$ cat config.mk
export PLATFORM = sky130hd
export DESIGN_NAME = uart_transmitter
export DESIGN_NICKNAME = d
export VERILOG_FILES = /design/src/rtl/uart_transmitter.sv
export SDC_FILE = /design/constraint.sdc
export NUM_CORES = 1
export LEC_CHECK = 0
export BUFFER_PORTS_ARGS = -buffer_cell sky130_fd_sc_hd__buf_4
export CAP_MARGIN = 20
export CORE_MARGIN = 2
export CORE_UTILIZATION = 35
export CTS_CLUSTER_SIZE = 16
export DETAILED_ROUTE_END_ITERATION = 10
export PLACE_DENSITY = 0.54
export SYNTH_ARGS = -nofsm -noshare
export SYNTH_HDL_FRONTEND = slang
export SYNTH_SLANG_ARGS = --single-unit
$ cat constraint.sdc
create_clock -name clk -period 2.96 [get_ports clk]
set_input_delay 0.148 -clock clk [delete_from_list [all_inputs] [get_ports clk]]
set_output_delay 0.148 -clock clk [all_outputs]
set_load 0.005 [all_outputs]
$ cat src/rtl/uart_transmitter.sv
// uart_transmitter: 8N1 serial transmitter with registered outputs and one-cycle done pulse
module uart_transmitter #(
  parameter int ClkFrequency = 100000000,
  parameter int Baud = 115200
) (
  input  logic       clk,
  input  logic       rst,
  input  logic       Tx_start,
  input  logic [7:0] Tx_data,
  output logic       TxD,
  output logic       Tx_busy,
  output logic       Tx_done
);
  localparam int BIT_CLKS = ClkFrequency / Baud;
  localparam int CW = BIT_CLKS > 1 ? $clog2(BIT_CLKS) : 1;
  localparam logic [CW-1:0] LAST = CW'(BIT_CLKS - 1);
  typedef enum logic [1:0] {IDLE, START, DATA, STOP} state_t;
  if (BIT_CLKS < 2) begin : g_bad_cfg
    $error("uart_transmitter: BIT_CLKS = %0d, must be at least 2", BIT_CLKS);
  end
  state_t state = IDLE;
  logic [CW-1:0] cnt = '0;
  logic [2:0] bit_idx = '0;
  logic [7:0] shreg = '0;
  logic txd_q = 1'b1;
  logic busy_q = 1'b0;
  logic done_q = 1'b0;
  logic wrap;
  assign wrap = cnt == LAST;
  assign TxD = txd_q;
  assign Tx_busy = busy_q;
  assign Tx_done = done_q;
  always_ff @(posedge clk) begin
    if (rst) begin
      state <= IDLE;
      cnt <= '0;
      bit_idx <= '0;
      shreg <= '0;
      txd_q <= 1'b1;
      busy_q <= 1'b0;
      done_q <= 1'b0;
    end else begin
      done_q <= 1'b0;
      cnt <= (state == IDLE || wrap) ? '0 : cnt + 1'b1;
      case (state)
        IDLE: if (Tx_start) begin
          shreg <= Tx_data;
          state <= START;
          txd_q <= 1'b0;
          busy_q <= 1'b1;
        end
        START: if (wrap) begin
          state <= DATA;
          txd_q <= shreg[0];
          shreg <= shreg >> 1;
          bit_idx <= '0;
        end
        DATA: if (wrap) begin
          if (bit_idx == 3'd7) begin
            state <= STOP;
            txd_q <= 1'b1;
          end else begin
            txd_q <= shreg[0];
            shreg <= shreg >> 1;
            bit_idx <= bit_idx + 3'd1;
          end
        end
        STOP: if (wrap) begin
          state <= IDLE;
          busy_q <= 1'b0;
          done_q <= 1'b1;
        end
        default: begin
          state <= IDLE;
          txd_q <= 1'b1;
          busy_q <= 1'b0;
        end
      endcase
    end
  end
endmodule
==> results.cfg <==
[setup_path]
r2r_start = state[0]
critPathRequiredTime_ns = 3.09
critical_path_class = reg -> reg
startpoint_type = register
path_max_fanout = 9
r2r_slack_ns = 1.01
timing.reg2reg.worst_path_depth = 6
worstPathArrival_ns = 2.08
end_kind = register
timing.rr.end = shreg[6]

[flow_run]
cap_violations = 0

[synth]
yosysWarnings = 0
synth_edf_count = 0
avgSynthCellArea_um2 = 9.293
syn_area_mm2 = 0.001348
async_flop_share = 0
synth_seq_cells = 26
netlist.area_leader.share = 0.3863
synth_cells = 145
synth_cell_types = 35
yosysTopAreaCell = dfxtp_1
synth-seq-area-share = 0.3863
synth_nets = 164
yosys_most_used_dff = dfxtp_1
synth_area_leaders = dfxtp_1 39%, ha_1 7.4%, mux2i_1 7.4%, a21oi_1 5.2%, nor2_1 4.7%

[clock_tree]
cts_hold_buf = 0
clk_pin_slew_ns = 0.09
cts_setup_buffers = 0
cts_max_path_buffers = 2
clock_sinks = 26
cts-buffers-inserted = 3
worstSkewPairLatency_ns = 0.27
cts_resized = 0
cts_tree = yes
clockRootBuffer = clkbuf_8
cts_max_level = 1

[place]
place_ws_ns = 1.048
place_congestion = 0.7736
dp_hpwl_um = 2040
dp_cells = 201
io_buffer_count = 13

[sta]
finalClockSkew_ns = 0.005720
clock.fmax_mhz = 512.2
slew_viol_final = 0
fin_tns_setup_ns = 0
worstMarginPinSlew_ns = 0.4991
finalSetupViolCount = 0
period_needed_ns = 1.952
slew_headroom = 0.6655
fin_crit_sh = 0.6595
rsz0062_at_grt = no
setup_ws_ns = 1.008
hold_viol_final = 0

[route]
remaining_drc_errors = 0
drt-total-wl_um = 2682
wl_per_cell_um = 13.15
drt_iter0_drc = 49
vias = 1062
drt-pass1-iter-count = 4
vias_per_cell = 5.206
ant_nets = 0

[grt]
grt_max_degree = 24
grt.overflow.total = 0
grt_pass1_vias = 1084
grt_pass1_wl_um = 4802
grt_usage = 0.1439
grt_antenna_before_repair = 0

[layout]
num_antenna_cells = 0
drive_gt1_frac = 0.1410
fin_cells = 204
area_growth_pct = 11.14
layout.nets = 177

[floorplan]
core-area_mm2 = 0.003689
fp.dieW_um = 66.05
die_h_um = 66.05
ios = 14
start_util = 0.3653
placementRows = 22
die-area_mm2 = 0.004363

[power]
p_per_area_mw_per_mm2 = 819.3
leakagePower_nw = 0.5744
total_power_mw = 1.227
ir_drop_uv = 336.6

[hold_path]
whs_path_depth = 3
hold_path_class = in -> reg
holdPathEnd = shreg[7]
min_from = Tx_data[7]

[run_status]
status = finished, final reports clean
placed cells by master (no fill, tap or decap):
master / Yosys / routed
nand2b_1: 3 / 3
buf_4: 0 / 13
a2111o_1: 1 / 1
o21bai_1: 1 / 1
and3_2: 2 / 2
a31o_1: 1 / 1
mux2i_1: 10 / 10
xor2_1: 2 / 2
nor2b_1: 2 / 2
nor3b_4: 1 / 1
clkbuf_8: 0 / 3
xnor2_1: 5 / 5
nand4_1: 3 / 3
or2_2: 1 / 1
a22oi_1: 1 / 1
nand2_1: 11 / 11
nor4b_4: 1 / 1
dfxtp_1: 26 / 26
nand3_1: 4 / 4
a21o_1: 1 / 1
nor2_1: 17 / 17
or4_1: 1 / 1
inv_1: 3 / 3
a21oi_1: 14 / 14
nor4_1: 1 / 1
o21ai_0: 3 / 3
or3_1: 1 / 1
and2_1: 1 / 1
o31ai_1: 1 / 1
and2b_1: 1 / 1
ha_1: 8 / 8
nor3_2: 1 / 1
and3_1: 1 / 1
nor3_1: 4 / 4
a311oi_1: 7 / 7
state kept, by name (all words and copies together) (netlist names):
register  cells
bit_idx       3
Tx_busy       1
TxD           1
shreg         8
Tx_done       1
cnt          10
state         2
synthesized netlist by cell type, types with 2 or more instances:
cell	count
ha_1	8
a311oi_1	7
nand4_1	3
o21ai_0	3
a21oi_1	14
nor3_1	4
xor2_1	2
buf_6	4
nand3_1	4
dfxtp_1	26
nor2_1	17
nand2_1	11
nor2b_1	2
and3_2	2
xnor2_1	5
inv_1	3
nand2b_1	3
mux2i_1	10
report_power, final:
| part | switching (mW) | internal, mW |
|---|---|---|
| Clock | 0.108 | 0.0911 |
| Combinational | 0.294 | 0.248 |
| Sequential | 0.0524 | 0.434 |
kinds of logic after synthesis:
family | synth area share
AOI/OAI and AO/OA | 0.1458
buffers and inverters | 0.04456
and+or+nand+nor | 0.2294
DFF | 0.3863
xor gates and xnor gates | 0.04550
adders and majority gates | 0.07428
muxes | 0.07428
metrics by stage:
step                hold WS (ns)  cell area (um^2)    util
CTS                       0.1349              1498  0.4060
floorplan                 0.2868              1348       -
detailed placement        0.4239              1456  0.3948
global placement          0.4091              1456  0.3948
global route              0.1534              1498  0.4060
finish                    0.1377              1498  0.4060
worst max-delay path, stage by stage (launching register included):
cell and delay [ns]:
dfxtp_1 0.38, inv_1 0.10, ha_1 0.30, nor2_1 0.14, a31o_1 0.30, nor3b_4 0.44, a311oi_1 0.16
layout make-up:
class | instances | area (um^2)
well taps | 48 | 60.06
flip-flops and latches | 26 | 520.5
multi-input cells | 111 | 767.0
repair buffers | 13 | 97.59
clock buffers | 3 | 41.29
fillers | 386 | 2191
inverters | 3 | 11.26
how the worst max path moves through the flow:
stage | startpoint | to | slack, ns | cells past startpoint
after floorplan | state[0] | state[0] | 1.30 | 6
after global placement | state[0] | shreg[3] | 1.11 | 6
after detailed placement | state[0] | shreg[6] | 1.05 | 6
after CTS | state[0] | shreg[6] | 1.02 | 6
after global routing | state[0] | TxD | 0.84 | 6
final | state[0] | shreg[6] | 1.01 | 6
per-layer routing:
metal | GRT usage | share of wire
met5 | 0 | 0
met4 | 0.06122 | 0.0082
met3 | 0.02044 | 0.041
met2 | 0.2386 | 0.48
met1 | 0.1861 | 0.47
(Power assumes the default switching activity.)
